### src/rtl/text_cursor_ctrl.sv
// Write-port master for the text-mode tile RAM. It turns button edges into single-cycle
// character writes at a wrapping cursor, and it runs a full-screen clear sweep.
module text_cursor_ctrl #(
    parameter int         COLS         = 80,
    parameter int         ROWS         = 30,
    parameter logic [6:0] BLANK        = 7'h20,
    parameter bit         CLR_ON_RESET = 1'b1
) (
    input  logic        clk,
    input  logic        reset,
    input  logic        set,
    input  logic        up,
    input  logic        down,
    input  logic        left,
    input  logic        right,
    input  logic        clr,
    input  logic [6:0]  sw,
    output logic        we,
    output logic [11:0] addr,
    output logic [6:0]  din,
    output logic [6:0]  cur_x,
    output logic [4:0]  cur_y,
    output logic        busy
);

    localparam logic [6:0] X_MAX = 7'(COLS - 1);
    localparam logic [4:0] Y_MAX = 5'(ROWS - 1);

    typedef enum logic {
        ST_CLEAR,
        ST_IDLE
    } state_t;

    state_t      state_q, state_d;
    logic [5:0]  prev_q, prev_d;
    logic [6:0]  sx_q, sx_d;
    logic [4:0]  sy_q, sy_d;
    logic [6:0]  cx_q, cx_d;
    logic [4:0]  cy_q, cy_d;
    logic        we_q, we_d;
    logic [11:0] addr_q, addr_d;
    logic [6:0]  din_q, din_d;
    logic        busy_q, busy_d;

    logic [5:0]  btn;
    logic [5:0]  edges;
    logic        sweep;
    logic [6:0]  bx;
    logic [4:0]  by;

    // Bit order sets priority: clr highest, right lowest.
    assign btn   = {clr, set, up, down, left, right};
    assign edges = btn & ~prev_q;

    always_comb begin
        state_d = state_q;
        prev_d  = btn;
        sx_d    = sx_q;
        sy_d    = sy_q;
        cx_d    = cx_q;
        cy_d    = cy_q;
        we_d    = 1'b0;
        addr_d  = addr_q;
        din_d   = din_q;
        busy_d  = busy_q;
        sweep   = 1'b0;
        bx      = sx_q;
        by      = sy_q;

        case (state_q)
            ST_CLEAR: sweep = 1'b1;
            ST_IDLE: begin
                busy_d = 1'b0;
                if (edges[5]) begin
                    // The clr edge itself issues the first blank write at (0,0).
                    sweep = 1'b1;
                    bx    = '0;
                    by    = '0;
                    cx_d  = '0;
                    cy_d  = '0;
                end else if (edges[4]) begin
                    we_d   = 1'b1;
                    addr_d = {cy_q, cx_q};
                    din_d  = sw;
                    if (cx_q == X_MAX) begin
                        cx_d = '0;
                        cy_d = (cy_q == Y_MAX) ? '0 : cy_q + 5'd1;
                    end else begin
                        cx_d = cx_q + 7'd1;
                    end
                end else if (edges[3]) begin
                    cy_d = (cy_q == '0) ? Y_MAX : cy_q - 5'd1;
                end else if (edges[2]) begin
                    cy_d = (cy_q == Y_MAX) ? '0 : cy_q + 5'd1;
                end else if (edges[1]) begin
                    cx_d = (cx_q == '0) ? X_MAX : cx_q - 7'd1;
                end else if (edges[0]) begin
                    cx_d = (cx_q == X_MAX) ? '0 : cx_q + 7'd1;
                end
            end
            default: state_d = ST_IDLE;
        endcase

        // busy stays high through the final write and drops with we one cycle later.
        if (sweep) begin
            we_d    = 1'b1;
            addr_d  = {by, bx};
            din_d   = BLANK;
            busy_d  = 1'b1;
            state_d = ST_CLEAR;
            if (bx == X_MAX) begin
                sx_d = '0;
                if (by == Y_MAX) begin
                    sy_d    = '0;
                    state_d = ST_IDLE;
                end else begin
                    sy_d = by + 5'd1;
                end
            end else begin
                sx_d = bx + 7'd1;
                sy_d = by;
            end
        end
    end

    always_ff @(posedge clk) begin
        if (!reset) begin
            state_q <= CLR_ON_RESET ? ST_CLEAR : ST_IDLE;
            busy_q  <= CLR_ON_RESET;
            prev_q  <= '0;
            sx_q    <= '0;
            sy_q    <= '0;
            cx_q    <= '0;
            cy_q    <= '0;
            we_q    <= 1'b0;
            addr_q  <= '0;
            din_q   <= '0;
        end else begin
            state_q <= state_d;
            busy_q  <= busy_d;
            prev_q  <= prev_d;
            sx_q    <= sx_d;
            sy_q    <= sy_d;
            cx_q    <= cx_d;
            cy_q    <= cy_d;
            we_q    <= we_d;
            addr_q  <= addr_d;
            din_q   <= din_d;
        end
    end

    assign we    = we_q;
    assign addr  = addr_q;
    assign din   = din_q;
    assign cur_x = cx_q;
    assign cur_y = cy_q;
    assign busy  = busy_q;

endmodule

### config.mk
export PLATFORM = sky130hd
export DESIGN_NAME = text_cursor_ctrl
export DESIGN_NICKNAME = d
export VERILOG_FILES = /design/src/rtl/text_cursor_ctrl.sv
export SDC_FILE = /design/constraint.sdc
export NUM_CORES = 1
export LEC_CHECK = 0
export ABC_AREA = 1
export CORE_AREA = 2 2 104 86
export CTS_BUF_LIST = sky130_fd_sc_hd__clkbuf_4 sky130_fd_sc_hd__clkbuf_8
export CTS_CLUSTER_SIZE = 20
export DETAILED_ROUTE_END_ITERATION = 8
export DIE_AREA = 0 0 106 88
export PLACE_DENSITY = 0.67
export SLEW_MARGIN = 40
export SYNTH_ARGS = -nofsm -noshare
export SYNTH_HDL_FRONTEND = slang
export SYNTH_SLANG_ARGS = --single-unit
### constraint.sdc
create_clock -name clk -period 2 [get_ports clk]
set_clock_uncertainty 0.2 [all_clocks]
set_input_delay 0.2 -clock clk [delete_from_list [all_inputs] [get_ports clk]]
set_output_delay 0.2 -clock clk [all_outputs]
set_load 0.03 [all_outputs]
==> impl_metrics.toml <==
[outcome]
outcome = "complete, no violations"

[grt]
grt_use_total_pct = 17.06
antenna_found_initial = 0
gr-total-overflow = 0
grt_pass1_wl_um = 12980
grt_pass1_vias = 2788
grt_max_degree = 22

[routing]
drc_errors = 0
vias = 3069
drtAntennaViolNets = 0
viasPerCell = 4.825
routed_wl_um = 7780
drt-initial-drc-count = 163
wire_per_inst_um = 12.23
dr.pass1.iters = 5

[yosys]
syn_area_mm2 = 0.002934
synth-seq-cells = 52
synth_ff_type = "dfxtp_1"
ys_types = 34
synth_edf_count = 0
ys.warnings.count = 0
syn_avg_cell_area_um2 = 6.608
async_flop_share_pct = 0
synth_nets = 467
seq_area_frac_synth_pct = 35.48
syn_inst = 444

[floorplanning]
dieHeight_um = 88
dieArea_mm2 = 0.009328
fp-row-count = 30
fp.dieW_um = 106
pin_count = 48
core_mm2 = 0.008295
start_util_pct = 35.37

[sta]
period_share_pct = 96.30
fin_hold_ws_ns = 0.1286
setup_viol = 0
rsz0062_at_grt = "no"
worst_pin_slew_ns = 0.3374
slew_headroom_pct = 77.44
hold_viol_final = 0
report.final.slew_viol_count = 0
fmax_mhz = 519.2
fin_tns_setup_ns = 0
period_minus_slack_ns = 1.926

[clocking]
post-cts-setup-buffers = 0
cts_hold_buf = 0
cts_resized = 0
tritoncts = "yes"
worstSkewPairLatency_ns = 0.30
clock_path_buffers = 2
clkTransAtPathRegs_ns = 0.09
root_buffer = "clkbuf_8"
cts_sinks = 52
htreeDepth = 2
cts_buffers = 5

[placed_design]
dp.cells = 629
gp_congestion = 0.9323
hpwl_um = 5954
port-buffer-count = 47

[worst_setup_path]
crit_path_cell_trace = "clkdlybuf4s50_1"
crit_arrival_ns = 1.53
cp_num_buf_inv = 1
cp.required_ns = 1.60
crit_path_max_incr_delay_ns = 0.73
slowest_stage = "clkdlybuf4s50_1"
cp_top_family = "buffers and inverters"
crit_path_max_fanout = 8
crit_type = "reg2out"
cp-start-kind = "flip-flop"
critPathCaptureType = "output pin"

[finish]
stdcell_count = 636
antenna_cells = 0
fillers = 851
layout.nets = 547
final_common_cell = "nand2_1"
final_core_util_pct = 46.80
drive_above_1_share_pct = 14.31
mostFrequentLayoutCells = "148 x nand2_1, 51 x dfxtp_1, 49 x inv_1, 45 x clkdlybuf4s50_1, 39 x buf_4"
area_growth_pct = 32.32

[run]
cap_viol_max_count = 0

[power]
ir_drop_uv = 292.0
p_per_area_mw_per_mm2 = 487.0
p_leak_nw = 1.796

[worst_hold_path]
hold_class = "in2reg"
synth_stat cells (all sizes together), types with 2 or more instances:
master    n  area (µm²)
nand3b    2       15.01
xor2      4       35.03
nor2     37       168.9
ha        8       100.1
o21ai    23       118.9
a22oi     6       45.04
nand4     7       43.79
dfxtp    52        1041
a31oi     6       37.54
a21oi    26       137.6
buf       8       55.05
nand3    41       235.2
clkbuf    6       22.52
inv      55       206.5
xnor2     2       17.52
nand2   154       598.1
nor3      2       20.02
registers in the layout (all words and copies together) (netlist names):
signal	count
addr	12
cur_x	7
din	7
sx_q	7
prev_q	6
cur_y	5
sy_q	5
busy	1
state_q	1
we	1
path summary, 6_finish.rpt:
kind              cells past startpoint                   end  slack (ns)                   from
hold reg to reg                       2   din[2]$_SDFFE_PP0P_        0.27    din[2]$_SDFFE_PP0P_
hold / removal                        4  prev_q[5]$_SDFF_PN0_        0.13                    clr
setup reg to reg                     12  sx_q[0]$_SDFFE_PN0P_        0.16   prev_q[5]$_SDFF_PN0_
setup / recovery                      1              cur_x[2]        0.07  cur_x[2]$_SDFFE_PN0P_
layout make-up:
| class | count | area [µm²] | share of cell area [%] |
|---|---|---|---|
| clock buffers | 7 | 96.34 | 2.481 |
| inverters | 55 | 206.4 | 5.317 |
| multi-input cells | 323 | 1609 | 41.44 |
| flip-flops and latches | 52 | 1042 | 26.85 |
| well taps | 112 | 140.1 | 3.609 |
| repair buffers | 87 | 788.3 | 20.30 |
through the flow:
| stage | setup slack [ns] | power [mW] | instance area (µm²) |
|---|---|---|---|
| 2_1_floorplan | 0.05386 | 1.174 | 2934 |
| 3_3_place_gp | -0.1467 | 1.264 | 3780 |
| 3_5_place_dp | -0.2148 | 1.267 | 3780 |
| 4_1_cts | 0.02923 | 1.913 | 3876 |
| 5_1_grt | 0.002665 | 1.968 | 3882 |
| 6_report | 0.07393 | 1.891 | 3882 |
per-layer routing:
metal  share of wire (%)  track usage (%)  vias up  wire length, µm
met3                 7.0            3.423        5              548
met2                  44            28.09      113             3458
li1                    -                -     1574                -
met5                   0                0        -                0
met4                0.54            4.067        0               42
met1                  48            23.22     1377             3730
report_power, final:
part | internal, mW | total (mW) | switching (mW)
registers | 1.05 | 1.06 | 0.0104
clock network | 0.309 | 0.647 | 0.338
logic | 0.0849 | 0.181 | 0.0963
logic make-up after synthesis:
group	after synthesis	share of synthesized area (%)
XOR/XNOR	6	1.791
AND/OR/NAND/NOR	244	37.06
buffers and inverters	69	9.680
adder cells (fa/ha/maj)	8	3.412
AO/OA/AOI/OAI	65	12.58
flip-flops	52	35.48
No activity file was read; power rests on OpenSTA's default activity.
